[src/rtl/spi_ram_responder_if.sv]
// SPI bus between the core (master) and the RAM responder (slave).
interface spi_ram_responder_if;
  logic spi_select;
  logic spi_clk_enable;
  logic spi_mosi;
  logic spi_miso;

  modport master (output spi_select, spi_clk_enable, spi_mosi, input spi_miso);
  modport slave  (input spi_select, spi_clk_enable, spi_mosi, output spi_miso);
endinterface

[src/rtl/spi_ram_responder.sv]
// SPI RAM responder: read (03), fast read (0B), write (02) on a small byte memory,
// single clock domain with spi_clk_enable qualifying each bit cycle.
module spi_ram_responder #(
  parameter int ADDR_BITS    = 8,
  parameter int DUMMY_CYCLES = 8
) (
  input  logic                 clk,
  input  logic                 rstn,
  spi_ram_responder_if.slave   spi,
  input  logic                 load_en,
  input  logic [ADDR_BITS-1:0] load_addr,
  input  logic [7:0]           load_data,
  output logic                 busy
);
  typedef enum logic [2:0] {S_CMD, S_ADDR, S_DUMMY, S_RD, S_WR, S_IGN} state_e;
  typedef enum logic [1:0] {K_RD, K_FAST, K_WR} kind_e;
  localparam int CW = (DUMMY_CYCLES > 24) ? $clog2(DUMMY_CYCLES + 1) : 5;

  state_e               state_q, state_d;
  kind_e                kind_q, kind_d;
  logic [CW-1:0]        cnt_q, cnt_d;
  logic [6:0]           sh_q, sh_d;
  logic [ADDR_BITS-1:0] addr_q, addr_d;
  logic                 armed_q, armed_d;

  logic [7:0]           mem [2**ADDR_BITS];
  logic                 mem_we;
  logic [ADDR_BITS-1:0] mem_wa;
  logic [7:0]           mem_wd;

  logic                 bit_cyc, last8;
  logic [7:0]           sh_in;

  // After reset, bit cycles are ignored until a deselect has been seen, so a
  // select held low across reset can never resume the aborted transfer.
  assign bit_cyc = armed_q && !spi.spi_select && spi.spi_clk_enable;
  assign sh_in   = {sh_q, spi.spi_mosi};
  assign last8   = (cnt_q == CW'(7));

  always_comb begin
    state_d = state_q;
    kind_d  = kind_q;
    cnt_d   = cnt_q;
    sh_d    = sh_q;
    addr_d  = addr_q;
    armed_d = armed_q | spi.spi_select;
    mem_we  = 1'b0;
    mem_wa  = addr_q;
    mem_wd  = sh_in;
    if (spi.spi_select) begin
      state_d = S_CMD;
      cnt_d   = '0;
      sh_d    = '0;
    end else if (bit_cyc) begin
      cnt_d = cnt_q + CW'(1);
      unique case (state_q)
        S_CMD: begin
          sh_d = sh_in[6:0];
          if (last8) begin
            cnt_d   = '0;
            state_d = S_ADDR;
            case (sh_in)
              8'h03:   kind_d  = K_RD;
              8'h0B:   kind_d  = K_FAST;
              8'h02:   kind_d  = K_WR;
              default: state_d = S_IGN;
            endcase
          end
        end
        S_ADDR: begin
          // only the low ADDR_BITS survive the 24-bit shift, giving the wrap
          addr_d = {addr_q[ADDR_BITS-2:0], spi.spi_mosi};
          if (cnt_q == CW'(23)) begin
            cnt_d = '0;
            if (kind_q == K_WR)                             state_d = S_WR;
            else if (kind_q == K_FAST && DUMMY_CYCLES > 0)  state_d = S_DUMMY;
            else                                            state_d = S_RD;
          end
        end
        S_DUMMY: begin
          if (cnt_q == CW'(DUMMY_CYCLES - 1)) begin
            cnt_d   = '0;
            state_d = S_RD;
          end
        end
        S_RD: begin
          if (last8) begin
            cnt_d  = '0;
            addr_d = addr_q + ADDR_BITS'(1);
          end
        end
        S_WR: begin
          sh_d = sh_in[6:0];
          if (last8) begin
            cnt_d  = '0;
            mem_we = 1'b1;
            addr_d = addr_q + ADDR_BITS'(1);
          end
        end
        S_IGN: cnt_d = cnt_q;
        default: cnt_d = cnt_q;
      endcase
    end
    if (load_en && spi.spi_select) begin
      mem_we = 1'b1;
      mem_wa = load_addr;
      mem_wd = load_data;
    end
  end

  always_ff @(posedge clk or negedge rstn) begin
    if (!rstn) begin
      state_q <= S_CMD;
      kind_q  <= K_RD;
      cnt_q   <= '0;
      sh_q    <= '0;
      addr_q  <= '0;
      armed_q <= 1'b0;
    end else begin
      state_q <= state_d;
      kind_q  <= kind_d;
      cnt_q   <= cnt_d;
      sh_q    <= sh_d;
      addr_q  <= addr_d;
      armed_q <= armed_d;
    end
  end

  always_ff @(posedge clk) begin
    if (mem_we) mem[mem_wa] <= mem_wd;
  end

  assign spi.spi_miso = (state_q == S_RD) ? mem[addr_q][3'd7 - cnt_q[2:0]] : 1'b0;
  assign busy         = (state_q != S_CMD) || (cnt_q != '0);
endmodule

[src/flat_wrapper.sv]
// flat-port wrapper written by rule: the top's interface ports become plain ports
module spi_ram_responder_flat 
#(
  parameter int ADDR_BITS    = 8,
  parameter int DUMMY_CYCLES = 8
)
  (clk, rstn, load_en, load_addr, load_data, busy, spi_spi_select, spi_spi_clk_enable, spi_spi_mosi, spi_spi_miso);
  spi_ram_responder_if spi_i ();
  input  logic clk;
  input  logic rstn;
  input  logic load_en;
  input  logic [ADDR_BITS-1:0] load_addr;
  input  logic [7:0] load_data;
  output logic busy;
  input wire logic [$bits(spi_i.spi_select)-1:0] spi_spi_select;
  input wire logic [$bits(spi_i.spi_clk_enable)-1:0] spi_spi_clk_enable;
  input wire logic [$bits(spi_i.spi_mosi)-1:0] spi_spi_mosi;
  output wire logic [$bits(spi_i.spi_miso)-1:0] spi_spi_miso;
  assign spi_i.spi_select = spi_spi_select;
  assign spi_i.spi_clk_enable = spi_spi_clk_enable;
  assign spi_i.spi_mosi = spi_spi_mosi;
  assign spi_spi_miso = spi_i.spi_miso;
  spi_ram_responder #(.ADDR_BITS(ADDR_BITS), .DUMMY_CYCLES(DUMMY_CYCLES)) u_core (.clk(clk), .rstn(rstn), .spi(spi_i), .load_en(load_en), .load_addr(load_addr), .load_data(load_data), .busy(busy));
endmodule
[config.mk]
export PLATFORM = sky130hd
export DESIGN_NAME = spi_ram_responder_flat
export DESIGN_NICKNAME = d
export VERILOG_FILES = /design/src/rtl/spi_ram_responder_if.sv /design/src/rtl/spi_ram_responder.sv /design/src/flat_wrapper.sv
export SDC_FILE = /design/constraint.sdc
export NUM_CORES = 2
export LEC_CHECK = 0
export ABC_AREA = 1
export CAP_MARGIN = 5
export CORE_MARGIN = 1
export CORE_UTILIZATION = 50
export CTS_BUF_LIST = sky130_fd_sc_hd__clkbuf_4
export DETAILED_ROUTE_END_ITERATION = 10
export HOLD_SLACK_MARGIN = 0.08
export PLACE_DENSITY = 0.67
export SETUP_SLACK_MARGIN = 0.4
export SLEW_MARGIN = 25
export SYNTH_ARGS = -nofsm -noshare
export SYNTH_HDL_FRONTEND = slang
export SYNTH_SLANG_ARGS = --single-unit
[constraint.sdc]
create_clock -name clk -period 8.6 [get_ports clk]
set_input_delay 1.29 -clock clk [delete_from_list [all_inputs] [get_ports clk]]
set_output_delay 1.29 -clock clk [all_outputs]
set_load 0.02 [all_outputs]
Yosys cells after proc, flatten, opt, wreduce, memory -nomap -nowiden. Memory sizes are Yosys's and may differ from the RTL's. Index checks and enable logic that the tools add are counted.

$add $sub $neg: 3. Magnitude comparators: 1. Reduce and logical (&&, ||, !) cells: 23. Equality and inequality tests: 15. Bitwise gates (word level): 2. Mux-type cells: 32.

Operator list (count): $mux 8 (3); $mux 3 (7); $mux 7 (3); $mux 5 (4); $eq 8x2->1 const B (2); $pmux 8 s2 (1); $mux 1 (10); $pmux 5 s2 (1); $reduce_and 5->1 (2); $ne 3x2->1 const B (3); $pmux 3 s3 (1); $reduce_bool 3->1 (3); $add 8x1->8 const B (1); $eq 8x4->1 const B (1); $eq 3x2->1 const B (2); $pmux 2 s3 (1); $reduce_bool 2->1 (3); $add 5x1->5 const B (1); $eq 5x3->1 const B (1); $eq 5x5->1 const B (1); $reduce_bool 5->1 (1); $lt 3x4->1 const B (1); $reduce_and 2->1 (2); $reduce_and 4->1 (1); 17 further kinds (20).

RAM bits: 2048. Register bits after elaboration: 26. Memories: 1. Logic and storage cells: 83.

Memory list: u_core.mem (depth 256, width 8, read ports 1, clocked after memory_dff 0, write ports 1, line spi_ram_responder.sv:26) `logic [7:0] mem [2**ADDR_BITS];`.

Depth between registers and ports, before layout.
Word-level depth: 8. Mapped depth: 23. Depth with buffers taken out: 19.

Worst setup path after synthesis. OpenSTA, ideal clock, no wires.

Path kind: in2reg. Start point: input load_en. End point: memory u_core.mem[0][0], data pin. Arrival: 8940 ps. Library setup time: 1579 ps. Path slack: -1919 ps. Data required time: 7021 ps. Cell stages on the path: 5. Cell sequence: nand2_1 > clkbuf_1 > clkbuf_1 > nor2_1 > a21oi_1.

Longest elaborated chain between the ends: 2.

Ends and longest elaborated chain: start, declared (line flat_wrapper.sv:11) `input logic load_en;`; $logic_and 1x1->1 (line spi_ram_responder.sv:104) `if (load_en && spi.spi_select) begin`; $mux 8 (line spi_ram_responder.sv:104); named net u_core.mem_wd[0] (line spi_ram_responder.sv:29) `logic [7:0] mem_wd;`; end, declared (line spi_ram_responder.sv:26).

The timed path passes the listed nets, and every way through them passes these cells.

Final worst setup path.
Start point: register u_core.addr_q[0]. End point: output spi_spi_miso.

Longest elaborated chain between the ends: 4.

Ends and longest elaborated chain: start, declared (line spi_ram_responder.sv:23) `logic [ADDR_BITS-1:0] addr_q, addr_d;`; start signal, assigned (line spi_ram_responder.sv:124) `addr_q <= addr_d;`; $mem_v2 256x8; $bmux 1 s3 (line spi_ram_responder.sv:133) `assign spi.spi_miso = (state_q == S_RD) ? mem[addr_q][3'd7 - cnt_q[2:0]] : 1'b0;`; $mux 1 (implied by the code) (line spi_ram_responder.sv:133); $mux 1 (line spi_ram_responder.sv:133); end, declared (line flat_wrapper.sv:18) `output wire logic [$bits(spi_i.spi_miso)-1:0] spi_spi_miso;`.

Every way passes these cells. The select of a mux whose other input is x is not followed.

==> flow_metrics.env <==
export IMPL_rsz0062_at_grt="false"
export IMPL_power_share_combinational_pct=34.5
export IMPL_place_hpwl_um=130000
export IMPL_syn_area_per_cell_um2=11.4
export IMPL_drive_gt1_share_pct=11.6
export IMPL_crit_chain="inv_16, buf_12, nor2_1, o21ai_0, nand2_1, nand2_1, inv_1, a21oi_1, nor2_1, nand2_1, nand3_1, nand3_1, nand3_1, nand2_1, nor2_1, nor2_1, clkdlybuf4s50_1"
export IMPL_cp_start_kind="flip-flop"
export IMPL_vdd_ir_drop_max_uv=323
export IMPL_yosysWarnings=0
export IMPL_grt_use_total_pct=27.2
export IMPL_yosysSeqAreaShare_pct=72.3
export IMPL_seqPwrFrac_pct=38.0
export IMPL_grt_met2_usage_pct=42.2
export IMPL_grt_pass1_vias=56900
export IMPL_grt_pass1_wl_um=356000
export IMPL_firstDrtPassIters=9
export IMPL_drtIter0Drc=7970
export IMPL_die_area_mm2=0.173
export IMPL_maxCapViolations=0
export IMPL_hold_path_class="input port to asynchronous set/reset pin"
export IMPL_path_class="flip-flop to primary output"
export IMPL_syn_to_final_growth_pct=9.65
export IMPL_slew_violations=0
export IMPL_grt_overflow=0
export IMPL_place_ws_ps=2090
export IMPL_port_buffer_count=23
export IMPL_finalSetupTns_ps=0
export IMPL_cts_tree="built"
export IMPL_core_area_mm2=0.170
export IMPL_worst_pin_slew_ps=1200
export IMPL_dp_cells=9395
export IMPL_p_sw_mw=11.9
export IMPL_mostFrequentLayoutCells="edfxtp_1 (2,048), nor2_1 (1,596), nand2_1 (1,387), o21ai_0 (766), clkbuf_4 (766)"
export IMPL_p_leak_nw=33.8
export IMPL_drc_errors=0
export IMPL_hold_viol_final=0
export IMPL_netlist_area_mm2=0.0859
export IMPL_die_w_um=417
export IMPL_chipHeight_um=417
export IMPL_clk_root_buffer_cell="clkbuf_4"
export IMPL_arrival_ps=6740
export IMPL_synthCells=7542
export IMPL_met3_usage_pct=6.37
export IMPL_timing_fmax_ghz=0.124
export IMPL_grt_max_degree=237
export IMPL_antenna_found_initial=6
export IMPL_yosysUniqueCellTypes=42
export IMPL_cts_resized_gates=0
export IMPL_crit_path_end_kind="primary output"
export IMPL_routed_wl_um=239000
export IMPL_cts_reportedPaths_clkPinSlew_ps=70
export IMPL_layout_cells_non_filler=10300
export IMPL_mostFrequentLayoutCell="edfxtp_1"
export IMPL_r2r_start="u_core.addr_q[1]$_DFFE_PN0P_"
export IMPL_post_cts_buffers=0
export IMPL_timing_rr_end="u_core.mem[65][6]$_DFFE_PP_"
export IMPL_final_nets=7752
export IMPL_ios=24
export IMPL_power_share_clock_pct=27.4
export IMPL_skew_ps=81.9
export IMPL_cts_sinks=2074
export IMPL_p_per_area_mw_per_mm2=320
export IMPL_r2r_slack_ps=2950
export IMPL_fin_crit_sh_pct=93.4
export IMPL_p_sw_share_pct=39.4
export IMPL_crit_fanout=236
export IMPL_wl_per_cell_um=23.3
export IMPL_slew_headroom_pct=19.6
export IMPL_vias_per_cell=5.76
export IMPL_cts_max_path_buffers=4
export IMPL_num_vias=59100
export IMPL_synth_fp_nets=7568
export IMPL_synth_ff_latch_count=2074
export IMPL_gp_congestion=0.944
export IMPL_crit_slowest_cell="o21ai_0"
export IMPL_cts_hold_fix_buffers=0
export IMPL_setup_slack_ps=566
export IMPL_busiest_layer="met2"
export IMPL_cts_max_level=6
export IMPL_cp_required_ps=7310
export IMPL_fin_hold_ws_ps=327
export IMPL_nFillCells=14300
export IMPL_status="complete, no violations"
export IMPL_clkLatencyLatePin_ps=1350
export IMPL_reg2reg_depth=9
export IMPL_intPower_mw=18.3
export IMPL_cts_buffers=545
export IMPL_row_count=151
export IMPL_ant_nets=0
export IMPL_crit_path_max_incr_delay_ps=820
export IMPL_finalCriticalPeriod_ps=8030
export IMPL_final_setup_viol_count=0
export IMPL_gr_usage_met1_pct=36.6
export IMPL_start_util_pct=50.5
synth_stat cells:
cell type,n,area [um^2]
o31ai_1,1,7.51
nand3_1,512,2560
o221ai_1,2,17.5
o21ai_0,766,3830
inv_1,302,1130
nand2_2,1,6.26
nor2_4,1,11.3
xor2_1,2,17.5
clkbuf_1,175,657
nand4_1,11,68.8
nor3_1,5,25.0
o22ai_1,51,319
buf_1,23,86.3
or2_2,12,75.1
buf_2,207,1040
buf_6,23,259
inv_4,2,12.5
nor3_2,2,20.0
ha_1,4,50.1
o32ai_1,2,17.5
nand2_1,1395,5240
nand4_2,3,37.5
o2111ai_1,2,17.5
nor2_2,3,18.8
dfrtp_1,26,651
nor4_1,3,18.8
a22oi_1,1,7.51
o21ai_2,1,8.76
a41oi_1,1,8.76
a221o_1,1,10.0
a21oi_1,106,531
edfxtp_1,2048,61500
buf_4,39,293
o211ai_1,123,923
and3_1,1,6.26
o21a_1,1,7.51
xnor2_1,1,8.76
o21ai_1,74,370
nor2_1,1597,5990
clkinv_1,5,18.8
inv_2,4,15.0
a31oi_1,3,18.8
cell families (layout without fill, tap and decap cells):
logic type	Yosys count	count (layout)	share of synthesized area, %
xor gates and xnor gates	3	3	0.0306
other	0	7	0
and+or+nand+nor	3546	3546	16.4
adders and majority gates	4	4	0.0583
AOI/OAI and AO/OA	1135	1135	7.10
DFF	2074	2074	72.3
buffers and inverters	780	1272	4.09
power groups by stage:
stage	registers (mW)	clock network, mW	logic (mW)
floorplan	11.6	0	6.77
global placement	11.7	0	10.1
detailed placement	11.7	0	10.2
CTS	11.5	8.38	10.2
global route	11.5	8.88	11.2
finish	11.5	8.27	10.4
per-stage QoR:
stage / utilization [%] / area (um^2) / power (mW)
2_1_floorplan: - / 85900 / 18.4
3_3_place_gp: 51.6 / 87700 / 21.8
3_5_place_dp: 51.6 / 87700 / 21.9
4_1_cts: 55.4 / 94100 / 30.0
5_1_grt: 55.4 / 94200 / 31.6
6_report: 55.4 / 94200 / 30.2
worst max path at each step:
stage                                 startpoint                    endpoint  slack [ps]  depth (start not counted)
finish              u_core.addr_q[0]$_DFFE_PN0P_                spi_spi_miso         570                         17
global route        u_core.addr_q[0]$_DFFE_PN0P_                spi_spi_miso         470                         17
CTS                 u_core.addr_q[0]$_DFFE_PN0P_                spi_spi_miso         630                         17
detailed placement  u_core.addr_q[0]$_DFFE_PN0P_                spi_spi_miso        2090                         17
global placement    u_core.addr_q[0]$_DFFE_PN0P_                spi_spi_miso        2020                         17
floorplan                                load_en  u_core.mem[0][0]$_DFFE_PP_       -1920                          5
state kept, by name, indices dropped and copies added (netlist names):
| name | flops |
|---|---|
| u_core.addr_q | 8 |
| u_core.armed_q | 1 |
| u_core.cnt_q | 5 |
| u_core.kind_q | 2 |
| u_core.mem | 2048 |
| u_core.sh_q | 7 |
| u_core.state_q | 3 |
final cells by class:
class,instances,area [um^2],area share [%]
multi-input combinational,4688,20400,21.6
timing repair buffer,104,1240,1.32
inverter,313,1210,1.29
tap,2218,2780,2.95
antenna,7,17.5,0.0186
clock inverter,89,662,0.703
sequential,2074,62200,66.0
clock buffer,766,5750,6.10
per-layer routing:
| layer | vias to the layer above | wire (um) |
|---|---|---|
| met2 | 3224 | 111000 |
| met5 | - | 20 |
| met4 | 2 | 9860 |
| met3 | 518 | 24800 |
| met1 | 28600 | 93500 |
| li1 | 26800 | - |
critical path, delay by kind of cell, from the launching register on:
kind,cells,cell delay (ps)
AOI/OAI and AO/OA,2,1020
and+or+nand+nor,11,1470
buffers and inverters,4,1880
DFF,1,770
No activity file was read; power rests on OpenSTA's default activity.
